===== src/rtl/dclk_monitor.sv =====
// Divided-clock monitor: synchronizes dclk_in, measures period and high time,
// and tracks lock/fault against an expected period with a timeout watchdog.
module dclk_monitor #(
  parameter int CNT_W      = 28,
  parameter int EXP_PERIOD = 4,
  parameter int TOL        = 0,
  parameter int LOCK_CNT   = 4,
  parameter int TIMEOUT    = 16
) (
  input  logic             clk,
  input  logic             rst_n,
  input  logic             dclk_in,
  input  logic             clr,
  output logic             rise_tick,
  output logic             fall_tick,
  output logic [CNT_W-1:0] period,
  output logic [CNT_W-1:0] high_cycles,
  output logic             period_valid,
  output logic             locked,
  output logic             fault
);

  typedef enum logic [1:0] {
    IDLE,
    MEASURE,
    LOCKED,
    FAULT
  } state_t;

  localparam int MW = (LOCK_CNT < 1) ? 1 : $clog2(LOCK_CNT + 1);

  localparam logic [CNT_W-1:0] CMAX  = '1;
  localparam logic [CNT_W-1:0] EXP_C = CNT_W'(EXP_PERIOD);
  localparam logic [CNT_W-1:0] TOL_C = CNT_W'(TOL);
  localparam logic [CNT_W-1:0] TO_C  = CNT_W'(TIMEOUT);
  localparam logic [MW-1:0]    LCK_C = MW'(LOCK_CNT);

  state_t           state;
  state_t           state_nxt;
  logic             sync0;
  logic             sync1;
  logic             hist;
  logic             rise_ev;
  logic             fall_ev;
  logic             have_rise;
  logic [CNT_W-1:0] cnt;
  logic [CNT_W-1:0] cnt_inc;
  logic [CNT_W-1:0] tcnt;
  logic [CNT_W-1:0] tcnt_nxt;
  logic [CNT_W-1:0] diff;
  logic             in_range;
  logic             timeout;
  logic [MW-1:0]    match;
  logic [MW-1:0]    match_nxt;
  logic [MW-1:0]    match_inc;

  assign rise_ev   = sync1 & ~hist;
  assign fall_ev   = ~sync1 & hist;
  assign cnt_inc   = (cnt == CMAX) ? CMAX : cnt + 1'b1;
  assign match_inc = match + MW'(1);

  always_comb begin
    tcnt_nxt = (tcnt == CMAX) ? CMAX : tcnt + 1'b1;
    if (rise_ev || fall_ev)
      tcnt_nxt = '0;
  end

  assign timeout  = tcnt_nxt > TO_C;
  assign diff     = (period >= EXP_C) ? period - EXP_C : EXP_C - period;
  assign in_range = diff <= TOL_C;

  // FSM judges the registered period while period_valid is high
  always_comb begin
    state_nxt = state;
    match_nxt = match;
    unique case (state)
      IDLE: begin
        if (rise_ev) begin
          state_nxt = MEASURE;
          match_nxt = '0;
        end
      end
      MEASURE: begin
        if (timeout) begin
          state_nxt = FAULT;
        end else if (period_valid) begin
          if (!in_range) begin
            match_nxt = '0;
          end else begin
            match_nxt = match_inc;
            if (match_inc >= LCK_C)
              state_nxt = LOCKED;
          end
        end
      end
      LOCKED: begin
        if (timeout || (period_valid && !in_range))
          state_nxt = FAULT;
      end
      FAULT: state_nxt = FAULT;
    endcase
    if (clr) begin
      state_nxt = IDLE;
      match_nxt = '0;
    end
  end

  always_ff @(posedge clk or negedge rst_n) begin
    if (!rst_n) begin
      sync0        <= 1'b0;
      sync1        <= 1'b0;
      hist         <= 1'b0;
      rise_tick    <= 1'b0;
      fall_tick    <= 1'b0;
      cnt          <= '0;
      tcnt         <= '0;
      match        <= '0;
      have_rise    <= 1'b0;
      period       <= '0;
      high_cycles  <= '0;
      period_valid <= 1'b0;
      state        <= IDLE;
      locked       <= 1'b0;
      fault        <= 1'b0;
    end else begin
      sync0        <= dclk_in;
      sync1        <= sync0;
      hist         <= sync1;
      rise_tick    <= rise_ev;
      fall_tick    <= fall_ev;
      state        <= state_nxt;
      match        <= match_nxt;
      locked       <= state_nxt == LOCKED;
      fault        <= state_nxt == FAULT;
      period_valid <= 1'b0;
      if (clr) begin
        cnt       <= '0;
        tcnt      <= '0;
        have_rise <= 1'b0;
      end else begin
        cnt  <= rise_ev ? '0 : cnt_inc;
        tcnt <= tcnt_nxt;
        if (rise_ev) begin
          have_rise <= 1'b1;
          if (have_rise) begin
            period       <= cnt_inc;
            period_valid <= 1'b1;
          end
        end
        if (fall_ev && have_rise)
          high_cycles <= cnt_inc;
      end
    end
  end

endmodule


===== config.mk =====
export PLATFORM = sky130hd
export DESIGN_NAME = dclk_monitor
export DESIGN_NICKNAME = d
export VERILOG_FILES = /design/src/rtl/dclk_monitor.sv
export SDC_FILE = /design/constraint.sdc
export NUM_CORES = 1
export LEC_CHECK = 0
export CORE_MARGIN = 2
export CORE_UTILIZATION = 48
export CTS_CLUSTER_SIZE = 8
export DETAILED_ROUTE_END_ITERATION = 10
export DONT_BUFFER_PORTS = 1
export SETUP_SLACK_MARGIN = 0.5
export SLEW_MARGIN = 10
export SYNTH_ARGS = -nofsm -noshare
export SYNTH_HDL_FRONTEND = slang
export SYNTH_SLANG_ARGS = --single-unit

===== constraint.sdc =====
create_clock -name clk -period 5.25 [get_ports clk]
set_input_delay 0.525 -clock clk [delete_from_list [all_inputs] [get_ports clk]]
set_output_delay 0.525 -clock clk [all_outputs]
set_load 0.005 [all_outputs]

**Word level (Yosys, flattened, before mapping)**

Cells that the tools add are included.

- Flip-flop bits (word level): 126
- Input bits: 4
- Logic and storage cells: 76

- Add/sub/neg operators: 5
- $lt $le $gt $ge: 4
- Equality and inequality tests: 10
- Multiplexer cells: 26
- Bitwise logic cells: 5
- Reduce and logical (&&, ||, !) cells: 11

Operators with widths:

| operator | number |
|---|---|
| 28-bit two-way mux | 7 |
| 28-bit by 1-bit adder with 28-bit output (second input constant) | 2 |
| 28-bit == test (second input constant) | 2 |
| 28-bit by 3-bit >= comparator with 1-bit output (second input constant) | 1 |
| 28-bit by 5-bit greater-than comparator with 1-bit output (second input constant) | 1 |
| 28-bit by 1-bit <= comparator with 1-bit output (second input constant) | 1 |
| 28-bit by 3-bit subtractor with 28-bit output (second input constant) | 1 |
| 3-bit by 28-bit subtractor with 28-bit output (first input constant) | 1 |
| 3-bit two-way mux | 5 |
| 2-bit two-way mux | 7 |
| 3-bit != test (second input constant) | 3 |
| 2-bit == test (second input constant) | 4 |
| 2-bit case mux with 4 select lines | 1 |
| 3-bit case mux with 2 select lines | 1 |
| 1-bit two-way mux | 5 |
| 4-bit AND reduction | 1 |
| 3-bit by 1-bit adder with 3-bit output (second input constant) | 1 |
| 3-bit >= comparator (second input constant) | 1 |
| 1-bit NOT | 3 |
| 3-bit AND reduction | 1 |
| 3-bit nonzero test | 1 |
| 1-bit bitwise AND | 2 |
| 2-bit by 1-bit == test with 1-bit output (second input constant) | 1 |
| 1-bit logical AND | 2 |
| 5 further kinds | 6 |

**Longest topological paths before layout**

Gate-level depths: netlist (run 1).

- Depth in word-level cells: 10
- Mapped depth: 11

**Worst setup path before layout (run 1)**

Ideal clock, no wire load.

- Path type: register to register
- Start point: reg period[14]
- End point: reg match[1]
- Arrival: 3658 ps
- Data required time: 5167 ps
- Path slack: 1509 ps
- Stages on the path, launching flop included: 11
- Path buffers: 1
- Clock period less this slack: 3741 ps
- Cells stage by stage: dfrtp_1 or4_4 or4_4 buf_6 or3_2 mux2i_1 xnor2_1 o2111ai_1 or4_1 or4_4 o22ai_1

- Longest elaborated chain between the ends: 8
- Elaborated cells on any way between the ends: 10
- Classes of those cells: add/sub (2); order compare (2); mux (6)

RTL lines:

| what | RTL line | RTL |
|---|---|---|
| from (decl) | 16 | `output logic [CNT_W-1:0] period,` |
| from (signal assigned) | 146 | `period <= cnt_inc;` |
| 3-bit by 28-bit subtractor with 28-bit output, or another cell as far along | 69 | `assign diff = (period >= EXP_C) ? period - EXP_C : EXP_C - period;` |
| 28-bit two-way mux (*) | 69 |  |
| 28-bit by 1-bit <= comparator with 1-bit output (*) | 70 | `assign in_range = diff <= TOL_C;` |
| 3-bit two-way mux (*) | 87 | `if (!in_range) begin` |
| 3-bit two-way mux (*) | 86 | `end else if (period_valid) begin` |
| 3-bit two-way mux (*) | 84 | `if (timeout) begin` |
| 3-bit case mux with 2 select lines (*) | 76 | `unique case (state)` |
| 3-bit two-way mux (*) | 102 | `if (clr) begin` |
| to (signal assigned) | 132 | `match <= match_nxt;` |
| to (decl) | 53 | `logic [MW-1:0] match;` |

Every way passes the cells marked *; elsewhere a longest branch is shown, timed or not. The select of a mux whose other input is x is not followed.
A chain may end at the register's enable or synchronous reset.

**Final worst setup path (run 1)**

- Start point: reg period[4]
- End point: reg match[1]

Same word-level chain as after synthesis.

==> out/metrics.cfg, run 1 <==
[sta]
setup_slack_ns=1.14
timing.setup.tns_ns=0
worst_pin_slew_ns=1.12
clock.fmax_mhz=244
finalCriticalPeriod_ns=4.11
hold_violations=0
slew_headroom=0.254
clock_skew_ns=0.00830
rsz0062_at_grt=no
fin_crit_sh=0.782
whs_ns=0.00340
setup_viol=0
maxSlewViolCount=0

[clock_tree]
cts_sinks=126
htree_levels=4
cts_tree=yes
clkLatencyLatePin_ns=0.41
clkTransAtPathRegs_ns=0.06
cts_buffers=17
clockBufferDepth=2
root_buffer=clkbuf_16
postCtsResizedCells=0

[place]
placed_area_um2=6530
hpwl_um=10400
io_buffers=0
place_congestion=0.904
dp_slack_ns=1.17
place_inst=853

[logic_synthesis]
ys_seq_area_frac=0.493
synth_warnings=0
postSynthAreaPerCell_um2=9.08
async_flop_share=1.00
synth.most_common_cell=dfrtp_1
synth_common_cells=dfrtp_1, nand2_1, nor2_1, o21ai_0, xnor2_1
synthFlopType=dfrtp_1
synth_area_leaders=dfrtp_1, nand2_1, nor2_1
synth_cell_type_count=63
synth_top_area_frac=0.493
yosysTopAreaCell=dfrtp_1
synth_edf_count=0
synth-seq-cells=126
syn_area_um2=6390
syn_inst=704
syn-num-nets=716

[setup_path]
arrival_ns=4.43
cpPeakStageDelay_ns=0.68
start_kind=flop
path_class=flop to flop
rrSetupSlack_ns=1.14
r2r_cells=9
required_ns=5.58
path_depth=9
path_buf_inv=0
reg2reg_to=match[1]
path_cells=nor3_1, nand4_1, or3_2, mux2i_1, xnor2_1, o2111ai_1, or4_1, or4_4, o22ai_1
end_kind=flop
crit_family=simple AND/OR/NAND/NOR gates
cp_slowest_cell=or3_2
reg2reg_from=period[4]
worstPathMaxFanout=8

[floorplanning]
rows=42
initial_core_util=0.487
design.die.area_um2=14300
fp.dieH_um=119
die_x_um=119
pin_count=65
core_area_um2=13100

[run]
cap_viol_max_count=0

[power_and_ir_drop]
peakVddDrop_mv=0.216
finalPower_mw=2.37
p_int_mw=1.80
p_leak_nw=3.03
pwr-share-comb=0.074
clkPwrFrac=0.501
p_sw_mw=0.571
switching_share=0.241
power_frac_seq=0.425
power.density_nw_per_um2=332

[global_routing]
grt_pass1_wl_um=26000
antenna_found_initial=0
grt_pass1_vias=5058
gr-total-overflow=0
grt_use_total=0.231
grt_max_degree=127

[final_layout]
num_antenna_cells=0
utilization=0.544
finalNonFillerCells=886
drive_gt1_frac=0.0775
syn2layout_area_growth_pct=11.9
final_nets=709
stdcell_area_um2=7150

[routing]
via_per_inst=5.79
met1Wirelength_um=6560
top_layer=met4
wirelength_um=15300
postRouteAntennaNets=0
wl_per_cell_um=17.3
route.met3.wl_um=828
drt_iter0_markers=525
via_count=5132
drc=0
met2_length_um=7660
drt_first_pass_iters=7

[status]
status=completed

[hold_path]
hp-class=input pin to async pin

[cells by family (layout without fill, tap and decap cells)]
kind of cell | count (synthesis) | after routing | synth area share
simple gates | 328 | 328 | 0.250
compound gates | 139 | 139 | 0.135
xor+xnor | 46 | 46 | 0.0630
flops | 126 | 126 | 0.493
buf+inv | 49 | 55 | 0.0301
fa+ha+maj | 8 | 8 | 0.0157
mux | 8 | 8 | 0.0129
[how the worst max path moves through the flow]
stage,start,to
3_5_place_dp,period[4],match[1]
2_1_floorplan,period[14],match[1]
4_1_cts,period[4],match[1]
5_1_grt,period[4],match[2]
6_report,period[4],match[1]
3_3_place_gp,period[4],match[1]
[repair_timing]
| action | in CTS | in global routing |
|---|---|---|
| endpoints found under the hold margin | 126 | 0 |
| hold buffers | 1 | 0 |
| setup buffers | 0 | 0 |
[metal layers]
metal	track usage	up-vias
met5	0	-
met4	0.0735	0
met3	0.0666	22
met2	0.382	145
met1	0.293	2491
li1	-	2474
[state kept, by name (all words and copies together) (netlist names)]
register      cells
sync1             1
cnt              28
period_valid      1
match             3
locked            1
have_rise         1
fall_tick         1
hist              1
period           28
fault             1
rise_tick         1
tcnt             28
sync0             1
high_cycles      28
state             2
[power by group through the flow]
| stage | registers [mW] | logic (mW) | clock network (mW) |
|---|---|---|---|
| floorplan | 1.02 | 0.128 | 0 |
| global placement | 1.03 | 0.156 | 0 |
| detailed placement | 1.03 | 0.154 | 0 |
| CTS | 1.01 | 0.176 | 1.21 |
| global route | 1.01 | 0.197 | 1.26 |
| finish | 1.01 | 0.175 | 1.19 |
[layout by cell type (no fill, tap or decap), types with 3 or more instances in the layout]
cell type / n
a211oi_1: 4
a21oi_1: 33
a31oi_1: 5
and3_1: 16
and4_1: 4
buf_4: 5
bufinv_16: 3
clkbuf_16: 17
clkinv_2: 3
clkinv_4: 3
dfrtp_1: 126
ha_1: 8
inv_1: 17
mux2i_1: 6
nand2_1: 101
nand2b_1: 5
nand3_1: 28
nand4_1: 15
nand4b_1: 3
nor2_1: 89
nor2b_1: 7
nor3_1: 15
nor4_1: 10
nor4b_1: 5
o2111ai_1: 4
o211ai_1: 3
o21ai_0: 65
or2_2: 3
or3_1: 5
or4_1: 6
or4_4: 3
xnor2_1: 35
xor2_1: 11
[final cells by class]
cell class              count  area (um^2)
well taps                 176          220
inverters                  17         63.8
clock buffers              19          433
repair buffers              6         65.1
multi-input cells         529         3050
clock inverters            13          164
flip-flops and latches    126         3150
fillers                  1244         5990
[worst register-to-register path, delay by kind of cell, from the launching register on]
kind            cells  cell delay (ns)
mux                 1             0.20
compound gates      2             0.28
flops               1             0.48
simple gates        5             2.91
xor+xnor            1             0.14
Power figures use the tool's default switching activity.
==> inputs of run 2 (changes only) <==
Clock period 5.25 ns to 4.24 ns, I/O delays scaled along.
==> run 2 against run 1 <==
- maximum frequency grew 10%
- clock-buffer cell count grew 1
- critical endpoint is now match[0]
- sequential power grew 24%
- power up 21%
==> out/metrics.cfg, run 2 (synthesized netlist as in run 1, its figures left out) <==
[sta]
timing.setup.tns_ns=0
slew_headroom=0.278
setup_viol=0
hold_violations=0
clock.fmax_mhz=268
worst_pin_slew_ns=1.08
setup_slack_ns=0.510
finalCriticalPeriod_ns=3.73
fin_crit_sh=0.880
clock_skew_ns=0.00729
rsz0062_at_grt=yes
maxSlewViolCount=0
whs_ns=0.0451

[global_routing]
grt_pass1_vias=5202
grt_use_total=0.238
grt_pass1_wl_um=26500
antenna_found_initial=0
gr-total-overflow=0
grt_max_degree=127

[clock_tree]
clockBufferDepth=2
cts_tree=yes
clkLatencyLatePin_ns=0.43
root_buffer=clkbuf_16
cts_sinks=126
cts_buffers=17
clkTransAtPathRegs_ns=0.06
htree_levels=4

[place]
place_inst=858
dp_slack_ns=0.448
placed_area_um2=6570
place_congestion=0.875
io_buffers=0
hpwl_um=10800

[floorplanning]
design.die.area_um2=14300
pin_count=65
initial_core_util=0.487
fp.dieH_um=119
die_x_um=119
core_area_um2=13100
rows=42

[final_layout]
drive_gt1_frac=0.100
final_nets=719
final_common_cell=dfrtp_1
utilization=0.551
finalNonFillerCells=896
syn2layout_area_growth_pct=13.1
stdcell_area_um2=7230
fill_cells=1220
final_cell_mix=dfrtp_1, nand2_1, nor2_1
num_antenna_cells=0

[power_and_ir_drop]
finalPower_mw=2.86
power.density_nw_per_um2=396
peakVddDrop_mv=0.318
p_leak_nw=3.06

[routing]
drc=0
drt_iter0_markers=483
via_per_inst=5.73
wl_per_cell_um=17.5
wirelength_um=15600
drt_first_pass_iters=7
postRouteAntennaNets=0
via_count=5137

[setup_path]
worstPathMaxFanout=4
end_kind=flop
arrival_ns=4.08
start_kind=flop
path_class=flop to flop
required_ns=4.59

[hold_path]
hp-class=input pin to flop

[status]
status=completed

[run]
cap_viol_max_count=0

==> run 2: cell count changes in the layout (fill, tap and decap cells not counted), sizes merged <==
cell         before  now
bufinv            3    1
buf               6   14
dlygate4sd3       0    2
clkbuf           19   20
inv              19   20
==> run 2: final timing paths <==
path                       startpoint          to  slack [ns]  cells past startpoint
setup / recovery           period[17]    match[0]        0.51                      9
hold / removal                    clr    state[1]        0.05                      1
setup reg to reg           period[17]    match[0]        0.51                      9
hold reg to reg                 sync0       sync1        0.36                      0
max in group asynchronous       rst_n  period[23]        3.06                      2
min in group asynchronous       rst_n    tcnt[13]        0.59                      2
==> run 2: final cells by class <==
type                       instances  area (um^2)  share of cell area
multi-input combinational        529         3090               0.427
clock inverter                    12          113              0.0156
sequential                       126         3160               0.436
inverter                          17         63.8             0.00882
clock buffer                      20          447              0.0618
timing repair buffer              16          145              0.0201
tap                              176          220              0.0304
==> run 2: power breakdown <==
part	total (mW)	switching, mW	internal [mW]
clock	1.38	0.552	0.824
combinational	0.236	0.145	0.0909
sequential	1.25	0.0240	1.23
total	2.86	0.721	2.14
==> run 2: routing by layer <==
metal,vias up,part of all wire,global-route usage
met2,128,0.51,0.411
met3,30,0.049,0.0670
met5,-,0,0
met4,0,0.022,0.0971
met1,2488,0.42,0.279
li1,2491,-,-
==> run 2: timing repair <==
item                                    4_1_cts  5_1_grt
hold buffers                                  3        0
endpoints found under the setup margin        5        7
endpoints found under the hold margin       127        0
setup buffers                                 2        1
pin swaps                                     1        6
gates resized for setup                       3        7
cloned                                        0        0
==> run 2: critical path, stage by stage (launching register included) <==
cell	delay, ns
dfrtp_2	0.44
or4_4	0.56
or4_4	0.53
or3_4	0.44
mux2i_1	0.19
xnor2_1	0.16
o2111ai_2	0.15
or4_4	0.55
or4_4	0.49
mux2i_1	0.14
